==> src/rtl/cnn_window_sequencer_pkg.sv <==
// Shared constants, FSM state encoding and the row-slice helper for the
// CNN window sequencer.
package cnn_seq_pkg;

  localparam int IMG_W    = 28;
  localparam int K        = 5;
  localparam int WIN_LAST = 23;
  localparam int PIX_W    = 8;
  localparam int ROW_BITS = 224;
  localparam int WIN_BITS = 200;
  localparam int SLICE_W  = K * PIX_W;

  typedef enum logic [2:0] {
    S_IDLE,
    S_START,
    S_FILL,
    S_WIN,
    S_SHIFT,
    S_WAIT_DONE,
    S_RESULT
  } state_t;

  // Five pixels starting at column x; pixel x ends up in the MSBs.
  function automatic logic [SLICE_W-1:0] row_slice(input logic [ROW_BITS-1:0] row,
                                                   input logic [4:0] x);
    logic [ROW_BITS-1:0] t;
    t = row >> (PIX_W * (WIN_LAST - int'(x)));
    return t[SLICE_W-1:0];
  endfunction

endpackage

==> src/rtl/cnn_window_sequencer_if.sv <==
// Host, image-memory and CNN signals of the window sequencer.
// master = sequencer side, slave = environment (host/memory/CNN) side.
interface cnn_window_sequencer_if;
  import cnn_seq_pkg::*;

  logic                REQ;
  logic                BUSY;
  logic                MEM_REN;
  logic [4:0]          MEM_RADDR;
  logic [ROW_BITS-1:0] MEM_RDATA;
  logic                CNN_START;
  logic                CNN_WVALID;
  logic [4:0]          CNN_X;
  logic [4:0]          CNN_Y;
  logic [WIN_BITS-1:0] CNN_IMGIN;
  logic                CNN_DONE;
  logic [3:0]          CNN_OUT;
  logic                RES_VALID;
  logic [3:0]          RES_CLASS;
  logic                RES_ERR;

  modport master (
    input  REQ, MEM_RDATA, CNN_DONE, CNN_OUT,
    output BUSY, MEM_REN, MEM_RADDR, CNN_START, CNN_WVALID, CNN_X, CNN_Y,
           CNN_IMGIN, RES_VALID, RES_CLASS, RES_ERR
  );

  modport slave (
    output REQ, MEM_RDATA, CNN_DONE, CNN_OUT,
    input  BUSY, MEM_REN, MEM_RADDR, CNN_START, CNN_WVALID, CNN_X, CNN_Y,
           CNN_IMGIN, RES_VALID, RES_CLASS, RES_ERR
  );
endinterface

==> src/rtl/cnn_window_sequencer_row_buffer.sv <==
// Five-row sliding image buffer. New rows enter at the bottom and every
// row moves up one place; the 5x5 window at column x is sliced out
// combinationally, top row in the MSBs.
module cnn_row_buffer
  import cnn_seq_pkg::*;
(
  input  logic                clk,
  input  logic                rst_n,
  input  logic                shift_en,
  input  logic [ROW_BITS-1:0] row_in,
  input  logic [4:0]          x,
  output logic [WIN_BITS-1:0] win
);

  // rows[0] is window row Y, rows[K-1] is row Y+4
  logic [K-1:0][ROW_BITS-1:0] rows;

  // shift up and insert the returning memory row at the bottom
  always_ff @(posedge clk) begin
    if (!rst_n) begin
      rows <= '0;
    end else if (shift_en) begin
      for (int r = 0; r < K-1; r++) rows[r] <= rows[r+1];
      rows[K-1] <= row_in;
    end
  end

  for (genvar r = 0; r < K; r++) begin : g_row
    assign win[WIN_BITS-1-r*SLICE_W -: SLICE_W] = row_slice(rows[r], x);
  end

endmodule

==> src/rtl/cnn_window_sequencer.sv <==
// Sequences one simpleCNN inference per host request: streams image rows
// into the sliding buffer, presents every 5x5 window (X outer, Y inner),
// then returns the class reported on CNN_DONE.
// Optional: define CNN_SEQ_TIMEOUT_EN to add a CNN_DONE watchdog.
module cnn_window_sequencer
  import cnn_seq_pkg::*;
#(
  parameter int HOLD_CYCLES    = 3,
  parameter int TIMEOUT_CYCLES = 4096
) (
  input logic                    CLK,
  input logic                    nRST,
  cnn_window_sequencer_if.master bus
);

  if (HOLD_CYCLES < 1) begin : g_bad_hold
    $error("HOLD_CYCLES must be at least 1");
  end
  if (TIMEOUT_CYCLES < 1) begin : g_bad_timeout
    $error("TIMEOUT_CYCLES must be at least 1");
  end

  // phase counter shared by FILL (6), WIN (HOLD_CYCLES) and SHIFT (2)
  localparam int CW = $clog2(HOLD_CYCLES + 6);

  state_t              state, state_d;
  logic [CW-1:0]       cnt, cnt_d;
  logic [4:0]          x, x_d, y, y_d;
  logic [4:0]          raddr_d;
  logic                ren_d, ren_dly;
  logic                done_q, done_edge;
  logic [3:0]          class_d;
  logic [WIN_BITS-1:0] win;

`ifdef CNN_SEQ_TIMEOUT_EN
  localparam int TW = $clog2(TIMEOUT_CYCLES + 1);
  logic [TW-1:0] to_cnt;
  logic          err_d;
`endif

  assign done_edge     = bus.CNN_DONE & ~done_q;
  assign bus.CNN_X     = x;
  assign bus.CNN_Y     = y;
  assign bus.CNN_IMGIN = win;

  // a row read issued last cycle returns now and shifts into the buffer
  cnn_row_buffer u_buf (
    .clk      (CLK),
    .rst_n    (nRST),
    .shift_en (ren_dly),
    .row_in   (bus.MEM_RDATA),
    .x        (x),
    .win      (win)
  );

  // next state, window position and next-cycle memory read
  always_comb begin
    state_d = state;
    cnt_d   = cnt;
    x_d     = x;
    y_d     = y;
    ren_d   = 1'b0;
    raddr_d = bus.MEM_RADDR;
    class_d = bus.RES_CLASS;
`ifdef CNN_SEQ_TIMEOUT_EN
    err_d   = 1'b0;
`endif
    case (state)
      S_IDLE: begin
        if (bus.REQ) begin
          x_d     = '0;
          y_d     = '0;
          state_d = S_START;
        end
      end
      S_START: begin
        state_d = S_FILL;
        cnt_d   = '0;
        ren_d   = 1'b1;
        raddr_d = '0;
      end
      S_FILL: begin
        // rows 0..4 issued on the first five cycles, sixth cycle drains
        if (cnt == CW'(5)) begin
          state_d = S_WIN;
          cnt_d   = '0;
        end else begin
          cnt_d = cnt + CW'(1);
          if (cnt < CW'(K-1)) begin
            ren_d   = 1'b1;
            raddr_d = bus.MEM_RADDR + 5'd1;
          end
        end
      end
      S_WIN: begin
        if (cnt == CW'(HOLD_CYCLES-1)) begin
          cnt_d = '0;
          if (y < 5'(WIN_LAST)) begin
            state_d = S_SHIFT;
            ren_d   = 1'b1;
            raddr_d = y + 5'(K);
          end else if (x < 5'(WIN_LAST)) begin
            // next column restarts from the top of the image
            x_d     = x + 5'd1;
            y_d     = '0;
            state_d = S_FILL;
            ren_d   = 1'b1;
            raddr_d = '0;
          end else begin
            state_d = S_WAIT_DONE;
          end
        end else begin
          cnt_d = cnt + CW'(1);
        end
      end
      S_SHIFT: begin
        if (cnt == CW'(1)) begin
          cnt_d   = '0;
          y_d     = y + 5'd1;
          state_d = S_WIN;
        end else begin
          cnt_d = cnt + CW'(1);
        end
      end
      S_WAIT_DONE: begin
        if (done_edge) begin
          class_d = bus.CNN_OUT;
          state_d = S_RESULT;
        end
`ifdef CNN_SEQ_TIMEOUT_EN
        else if (to_cnt == TW'(TIMEOUT_CYCLES-1)) begin
          class_d = 4'hF;
          err_d   = 1'b1;
          state_d = S_RESULT;
        end
`endif
      end
      S_RESULT: state_d = S_IDLE;
      default:  state_d = S_IDLE;
    endcase
  end

  // state and registered outputs, decoded from the next state
  always_ff @(posedge CLK) begin
    if (!nRST) begin
      state          <= S_IDLE;
      cnt            <= '0;
      x              <= '0;
      y              <= '0;
      ren_dly        <= 1'b0;
      done_q         <= 1'b0;
      bus.MEM_REN    <= 1'b0;
      bus.MEM_RADDR  <= '0;
      bus.CNN_START  <= 1'b0;
      bus.BUSY       <= 1'b0;
      bus.CNN_WVALID <= 1'b0;
      bus.RES_VALID  <= 1'b0;
      bus.RES_CLASS  <= '0;
    end else begin
      state          <= state_d;
      cnt            <= cnt_d;
      x              <= x_d;
      y              <= y_d;
      ren_dly        <= bus.MEM_REN;
      done_q         <= bus.CNN_DONE;
      bus.MEM_REN    <= ren_d;
      bus.MEM_RADDR  <= raddr_d;
      bus.CNN_START  <= (state_d == S_START);
      bus.BUSY       <= (state_d != S_IDLE);
      bus.CNN_WVALID <= (state_d == S_WIN);
      bus.RES_VALID  <= (state_d == S_RESULT);
      bus.RES_CLASS  <= class_d;
    end
  end

`ifdef CNN_SEQ_TIMEOUT_EN
  // watchdog counts cycles spent in WAIT_DONE, cleared everywhere else
  always_ff @(posedge CLK) begin
    if (!nRST) begin
      to_cnt      <= '0;
      bus.RES_ERR <= 1'b0;
    end else begin
      to_cnt      <= (state == S_WAIT_DONE) ? to_cnt + TW'(1) : '0;
      bus.RES_ERR <= err_d;
    end
  end
`else
  assign bus.RES_ERR = 1'b0;
`endif

endmodule

==> src/flat_wrapper.sv <==
// flat-port wrapper written by rule: the top's interface ports become plain ports
module cnn_window_sequencer_flat import cnn_seq_pkg::*;
#(
  parameter int HOLD_CYCLES    = 3,
  parameter int TIMEOUT_CYCLES = 4096
)
  (CLK, nRST, bus_REQ, bus_MEM_RDATA, bus_CNN_DONE, bus_CNN_OUT, bus_BUSY, bus_MEM_REN, bus_MEM_RADDR, bus_CNN_START, bus_CNN_WVALID, bus_CNN_X, bus_CNN_Y, bus_CNN_IMGIN, bus_RES_VALID, bus_RES_CLASS, bus_RES_ERR);
  cnn_window_sequencer_if bus_i ();
  input logic CLK;
  input logic nRST;
  input wire logic [$bits(bus_i.REQ)-1:0] bus_REQ;
  input wire logic [$bits(bus_i.MEM_RDATA)-1:0] bus_MEM_RDATA;
  input wire logic [$bits(bus_i.CNN_DONE)-1:0] bus_CNN_DONE;
  input wire logic [$bits(bus_i.CNN_OUT)-1:0] bus_CNN_OUT;
  output wire logic [$bits(bus_i.BUSY)-1:0] bus_BUSY;
  output wire logic [$bits(bus_i.MEM_REN)-1:0] bus_MEM_REN;
  output wire logic [$bits(bus_i.MEM_RADDR)-1:0] bus_MEM_RADDR;
  output wire logic [$bits(bus_i.CNN_START)-1:0] bus_CNN_START;
  output wire logic [$bits(bus_i.CNN_WVALID)-1:0] bus_CNN_WVALID;
  output wire logic [$bits(bus_i.CNN_X)-1:0] bus_CNN_X;
  output wire logic [$bits(bus_i.CNN_Y)-1:0] bus_CNN_Y;
  output wire logic [$bits(bus_i.CNN_IMGIN)-1:0] bus_CNN_IMGIN;
  output wire logic [$bits(bus_i.RES_VALID)-1:0] bus_RES_VALID;
  output wire logic [$bits(bus_i.RES_CLASS)-1:0] bus_RES_CLASS;
  output wire logic [$bits(bus_i.RES_ERR)-1:0] bus_RES_ERR;
  assign bus_i.REQ = bus_REQ;
  assign bus_i.MEM_RDATA = bus_MEM_RDATA;
  assign bus_i.CNN_DONE = bus_CNN_DONE;
  assign bus_i.CNN_OUT = bus_CNN_OUT;
  assign bus_BUSY = bus_i.BUSY;
  assign bus_MEM_REN = bus_i.MEM_REN;
  assign bus_MEM_RADDR = bus_i.MEM_RADDR;
  assign bus_CNN_START = bus_i.CNN_START;
  assign bus_CNN_WVALID = bus_i.CNN_WVALID;
  assign bus_CNN_X = bus_i.CNN_X;
  assign bus_CNN_Y = bus_i.CNN_Y;
  assign bus_CNN_IMGIN = bus_i.CNN_IMGIN;
  assign bus_RES_VALID = bus_i.RES_VALID;
  assign bus_RES_CLASS = bus_i.RES_CLASS;
  assign bus_RES_ERR = bus_i.RES_ERR;
  cnn_window_sequencer #(.HOLD_CYCLES(HOLD_CYCLES), .TIMEOUT_CYCLES(TIMEOUT_CYCLES)) u_core (.CLK(CLK), .nRST(nRST), .bus(bus_i));
endmodule
==> config.mk <==
export PLATFORM = sky130hd
export DESIGN_NAME = cnn_window_sequencer_flat
export DESIGN_NICKNAME = d
export VERILOG_FILES = /design/src/rtl/cnn_window_sequencer_pkg.sv /design/src/rtl/cnn_window_sequencer_if.sv /design/src/rtl/cnn_window_sequencer_row_buffer.sv /design/src/rtl/cnn_window_sequencer.sv /design/src/flat_wrapper.sv
export SDC_FILE = /design/constraint.sdc
export NUM_CORES = 2
export LEC_CHECK = 0
export CORE_UTILIZATION = 55
export CTS_CLUSTER_DIAMETER = 40
export CTS_CLUSTER_SIZE = 20
export DETAILED_ROUTE_END_ITERATION = 12
export PLACE_DENSITY = 0.81
export SLEW_MARGIN = 20
export SYNTH_ARGS = -nofsm -noshare
export SYNTH_HDL_FRONTEND = slang
export SYNTH_HIERARCHICAL = 1
export SYNTH_SLANG_ARGS = --single-unit
==> constraint.sdc <==
create_clock -name CLK -period 3 [get_ports CLK]
set_clock_uncertainty 0.15 [all_clocks]
set_input_delay 0.75 -clock CLK [delete_from_list [all_inputs] [get_ports CLK]]
set_output_delay 0.75 -clock CLK [all_outputs]
set_load 0.05 [all_outputs]
==> results of run 1 <==
[repair_timing]
| action | CTS |
|---|---|
| buffers inserted | 25 |
| hold buffers | 0 |
| pin swaps | 37 |
| setup endpoints to repair | 211 |
| gates resized for setup | 237 |
| gates cloned | 2 |
[metrics by stage]
stage | std cells | setup TNS, ps | instance area (sq um) | worst slack [ps] | utilization
after floorplan | 8218 | -22760 | 79700 | -373 | -
after global placement | 11800 | -87150 | 101000 | -921 | 0.735
after detailed placement | 11800 | -91100 | 101000 | -940 | 0.735
after CTS | 12100 | -251590 | 109000 | -1400 | 0.792
[cells by family after synthesis]
logic type / count (synthesis) / share of synthesized area
muxes: 2442 / 0.344
and+or+nand+nor: 2173 / 0.153
AOI/OAI and AO/OA: 1619 / 0.145
DFF: 1153 / 0.301
buffers and inverters: 814 / 0.0546
xor gates and xnor gates: 9 / 0.00103
adders and majority gates: 7 / 0.00114
other: 1 / 0.0000489
[metal layers]
metal  overflow  global-route usage
met5          0               0.314
met4         12               0.737
met3          0               0.576
met2         10               0.916
met1          0               0.760
==> impl_metrics.py, run 1 <==
metrics = {
    "outcome": {
        "status": "did not finish",
        "failing_step": "global routing (5_1_grt)",
        "first-error": "[ERROR GRT-0232] Routing congestion too high. Check the congestion heatmap in the GUI.",
    },
    "global_route": {
        "grt_util_all_layers": 0.749,
        "gr_overflow_total": 22,
        "grt_max_degree": 150,
    },
    "yosys": {
        "synth_async_reset_ratio": 0,
        "synth.net_count": 8457,
        "yosys_most_used_dff": "sky130_fd_sc_hd__dfxtp_1",
        "post-synth-top-count-cell": "sky130_fd_sc_hd__mux2i_1",
        "syn_avg_cell_area_sq_um": 9.33,
        "synth_enable_flop_cells": 0,
        "netlist_area_sq_mm": 0.0767,
        "yosys-top-cells-area": "sky130_fd_sc_hd__dfxtp_1 30%, sky130_fd_sc_hd__mux2i_1 27%, sky130_fd_sc_hd__nor2b_1 9.5%",
        "post-synth-top-area-fraction": 0.301,
        "synth.ff_latch_count": 1153,
        "post_synth_most_frequent_cells": "2039 x sky130_fd_sc_hd__mux2i_1, 1161 x sky130_fd_sc_hd__nor2b_1, 1153 x sky130_fd_sc_hd__dfxtp_1",
        "yosysWarnings": 6,
        "fraction_of_the_yosys_area_taken_by_sequential_cells": 0.301,
        "synth_top_cell_by_area": "sky130_fd_sc_hd__dfxtp_1",
        "netlist-cell-type-count": 92,
        "netlist_instances": 8218,
    },
    "die": {
        "initial_core_util": 0.556,
        "io_pins": 457,
        "die_w_um": 375,
        "std_cell_rows": 136,
        "die_y_um": 375,
    },
    "clocking": {
        "ctsLongestPathBuffers": 3,
        "ctsHtreeMaxLevel": 4,
        "cts_inserted_buffers": 184,
        "clk_root_buffer_cell": "sky130_fd_sc_hd__clkbuf_16",
        "tritoncts_num_sinks": 1153,
    },
    "place": {
        "buffer_ports.inserted": 455,
        "post-dp-hpwl_um": 347000,
        "finalWeightedCongestion": 1.22,
    },
    "sta": {
        "endpoint_with_the_least_setup_slack_after_the_last_repair": "bus_CNN_IMGIN[105]",
        "timing.worst_endpoint.kind": "output port",
    },
}
==> inputs of run 2 (changes only) <==
--- a/config.mk
+++ b/config.mk
@@ -5,11 +5,9 @@
 export SDC_FILE = /design/constraint.sdc
 export NUM_CORES = 2
 export LEC_CHECK = 0
-export CORE_UTILIZATION = 55
-export CTS_CLUSTER_DIAMETER = 40
-export CTS_CLUSTER_SIZE = 20
+export CORE_UTILIZATION = 40
 export DETAILED_ROUTE_END_ITERATION = 12
-export PLACE_DENSITY = 0.81
+export PLACE_DENSITY_LB_ADDON = 0.15
 export SLEW_MARGIN = 20
 export SYNTH_ARGS = -nofsm -noshare
 export SYNTH_HDL_FRONTEND = slang
==> constraint.sdc (replaced) <==
create_clock -name CLK -period 3.9 [get_ports CLK]
set_clock_uncertainty 0.15 [all_clocks]
set_input_delay 0.975 -clock CLK [delete_from_list [all_inputs] [get_ports CLK]]
set_output_delay 0.975 -clock CLK [all_outputs]
set_load 0.05 [all_outputs]
==> impl_metrics.py, run 2 <==
metrics = {
    "clocking": {
        "cts_inserted_buffers": 141,
        "clk_root_buffer_cell": "sky130_fd_sc_hd__clkbuf_16",
        "insertion_delay_ps": 830,
        "cts_hold_buffers": 0,
        "ctsLongestPathBuffers": 3,
        "tritoncts": "yes",
        "tritoncts_num_sinks": 1153,
        "clk_transition_reported_paths_ps": 70,
        "ctsHtreeMaxLevel": 4,
    },
    "worst_setup_path": {
        "worstSetupStartpointType": "flop",
        "worst_setup_path_end_kind": "output pin",
        "path_class": "flop to output pin",
        "r2r_setup_slack_ps": 1190,
        "most_common_cell_on_crit_path": "sky130_fd_sc_hd__buf_4",
        "r2r_cells": 7,
        "arrival_ps": 3650,
        "worstReg2RegStart": "u_core/bus.CNN_X[3]",
        "r2r-end": "u_core/bus.RES_VALID",
        "worstPathCellList": "buf_12, buf_16, buf_4, buf_4, mux2i_1, nor2_1, mux4_2, a221oi_4, a311oi_4, buf_6",
        "cp_data_required_time_ps": 2770,
        "cp_slowest_stage_delay_ps": 540,
        "library_cell_contributing_the_largest_single_delay_on_the_critical_path": "sky130_fd_sc_hd__mux4_2",
        "crit_fanout": 8,
    },
    "yosys": {
        "post_synth_most_frequent_cells": "2039 x sky130_fd_sc_hd__mux2i_1, 1161 x sky130_fd_sc_hd__nor2b_1, 1153 x sky130_fd_sc_hd__dfxtp_1",
        "post-synth-top-count-cell": "sky130_fd_sc_hd__mux2i_1",
        "netlist_area_sq_mm": 0.0767,
        "synth.net_count": 8457,
        "yosys-top-cells-area": "sky130_fd_sc_hd__dfxtp_1 30%, sky130_fd_sc_hd__mux2i_1 27%, sky130_fd_sc_hd__nor2b_1 9.5%",
        "main_combinational_cell_family_by_area_after_synthesis": "multiplexers",
        "synth_compound_area_frac": 0.145,
        "post-synth-top-area-fraction": 0.301,
        "yosysWarnings": 6,
        "yosys_most_used_dff": "sky130_fd_sc_hd__dfxtp_1",
        "synth_enable_flop_cells": 0,
        "synthMuxAreaShare": 0.344,
        "synth_top_cell_by_area": "sky130_fd_sc_hd__dfxtp_1",
        "netlist-cell-type-count": 92,
        "synth-simple-area-share": 0.153,
        "synth_async_reset_ratio": 0,
        "synthXorXnorAreaFrac": 0.00103,
        "synth_fa_ha_area_frac": 0.00114,
        "syn_avg_cell_area_sq_um": 9.33,
        "netlist_instances": 8218,
        "fraction_of_the_yosys_area_taken_by_sequential_cells": 0.301,
        "synth.ff_latch_count": 1153,
    },
    "drt": {
        "routed_via_count": 81300,
        "drtAntennaViolNets": 0,
        "route.final.wire_length_um": 501000,
        "dr.first_iter.drc_count": 11500,
        "dr.pass1.iters": 7,
        "remaining_drc_errors": 0,
        "vias_per_std_cell": 6.64,
        "route.detailed.wl_per_inst_um": 40.9,
    },
    "power_and_ir_drop": {
        "vdd.ir_drop.worst_mv": 0.377,
        "power_density_mw_per_mm2": 268,
        "power.total_mw": 29.0,
        "p_leak_nw": 36.1,
    },
    "finish": {
        "largest_reg_flops": 1120,
        "instances_no_fill": 12300,
        "final_nets": 9835,
        "mostFrequentLayoutCells": "1900 x sky130_fd_sc_hd__mux2i_1, 1182 x sky130_fd_sc_hd__buf_4, 1156 x sky130_fd_sc_hd__nor2b_1, 1146 x sky130_fd_sc_hd__dfxtp_1, 412 x sky130_fd_sc_hd__nand2_1",
        "layout_commonest_cell": "sky130_fd_sc_hd__mux2i_1",
        "syn2layout_area_growth_pct": 41.1,
        "finalCoreUtilization": 0.569,
        "largest_register": "u_core/u_buf/rows",
        "layout-drive-gt1-share": 0.319,
        "post-route-cell-area_sq_mm": 0.108,
    },
    "place": {
        "buffer_ports.inserted": 455,
        "placed_area_sq_mm": 0.0954,
        "post-place-cells": 11700,
        "post-dp-hpwl_um": 374000,
        "finalWeightedCongestion": 1.08,
    },
    "worst_hold_path": {
        "worst_hold_startpoint": "u_core/bus.RES_CLASS[3]",
        "hp-class": "flop to flop",
        "min_path_cells": 2,
        "hold-path-endpoint": "u_core/bus.RES_CLASS[3]",
    },
    "sta": {
        "rsz0062_at_grt": "yes",
        "number_of_pins_with_negative_max_slew_slack_in_the_final_report": 0,
        "worst_path_setup_slack_after_routing_ps": -873,
        "maxClockFrequency_mhz": 210,
        "fin_crit_sh": 1.22,
        "setup_viol": 204,
        "hold_violations": 0,
        "max-slew-margin-rel": 0.211,
        "final_period_minus_worst_setup_slack_ps": 4770,
        "worst_slew_pin_slew_ps": 1180,
        "hold_ws_ps": 359,
    },
    "outcome": {
        "status": "finished with violations",
        "violations": "negative setup slack",
    },
    "global_route": {
        "grt.met3_usage": 0.152,
        "first_global_vias": 75500,
        "globalRoute.busiestLayer": "met2",
        "grt_antenna_before_repair": 45,
        "grt_max_degree": 225,
        "gr_overflow_total": 0,
        "grt_util_met2": 0.692,
        "gr-usage-met1": 0.637,
        "grt_pass1_wl_um": 663000,
        "grt_util_all_layers": 0.497,
    },
    "die": {
        "die_w_um": 440,
        "std_cell_rows": 160,
        "initial_core_util": 0.403,
        "core_area_sq_mm": 0.190,
        "die-area_sq_mm": 0.193,
        "io_pins": 457,
        "die_y_um": 440,
    },
    "run": {
        "cap_viol_max_count": 0,
    },
}
==> run 2: cell counts after synthesis <==
Identical to the previous run, type by type.
==> run 2: kinds of logic (layout without fill, tap and decap cells) <==
kind of cell | count (synthesis) | in the layout
adders and majority gates | 7 | 7
other | 1 | 29
and+or+nand+nor | 2173 | 2173
AOI/OAI and AO/OA | 1619 | 1619
xor gates and xnor gates | 9 | 9
muxes | 2442 | 2442
buffers and inverters | 814 | 2309
DFF | 1153 | 1153
==> run 2: power by group <==
group          leakage, nW  internal (mW)  total (mW)  switching (mW)
sequential            9.30           11.9        12.2           0.320
combinational         24.4           1.24        2.67            1.43
clock                 2.36           8.19        14.1            5.89
total                 36.1           21.3        29.0            7.64
==> run 2: worst max path at each step <==
stage,end,start,cells past startpoint,slack (ps)
2_1_floorplan,bus_CNN_IMGIN[131],u_core/bus.CNN_X[1],8,-170
4_1_cts,bus_CNN_IMGIN[87],u_core/bus.CNN_X[0],10,-830
6_report,bus_CNN_IMGIN[151],u_core/bus.CNN_X[0],10,-870
3_5_place_dp,bus_CNN_IMGIN[15],u_core/bus.CNN_X[0],9,-640
5_1_grt,bus_CNN_IMGIN[32],u_core/bus.CNN_X[0],12,-860
3_3_place_gp,bus_CNN_IMGIN[15],u_core/bus.CNN_X[0],9,-650
==> run 2: layer usage <==
metal	part of all wire	wire length (um)
met1	0.39	196000
met2	0.40	198000
met3	0.12	59600
met4	0.095	47700
met5	0.00023	116
==> run 2: worst max-delay path: cells and delay by family, from the launching register on <==
kind / cells / cell delay [ps]
flops: 1 / 360
simple gates: 1 / 70
buf+inv: 5 / 890
mux: 2 / 730
compound gates: 2 / 740
==> run 2: cell type report <==
type / count / area (sq um)
inverters: 15 / 85.1
multi-input cells: 6251 / 54300
repair buffers: 2034 / 22600
flip-flops and latches: 1153 / 23100
diodes: 28 / 70.1
fillers: 16800 / 82000
clock buffers: 200 / 4100
clock inverters: 60 / 758
well taps: 2511 / 3140
==> run 2: through the flow <==
stage / setup slack (ps) / setup TNS [ps]
after floorplan: -171 / -171
after global placement: -645 / -13020
after detailed placement: -644 / -13530
after CTS: -826 / -133410
after global routing: -861 / -141480
final: -873 / -139890
==> run 2: timing repair <==
action / 4_1_cts / 5_1_grt
resized for setup: 749 / 341
pin swaps: 139 / 105
setup endpoints to repair: 203 / 204
buffers inserted: 156 / 67
cloned: 34 / 10
endpoints found under the hold margin: 0 / 0
Power figures use the tool's default switching activity.
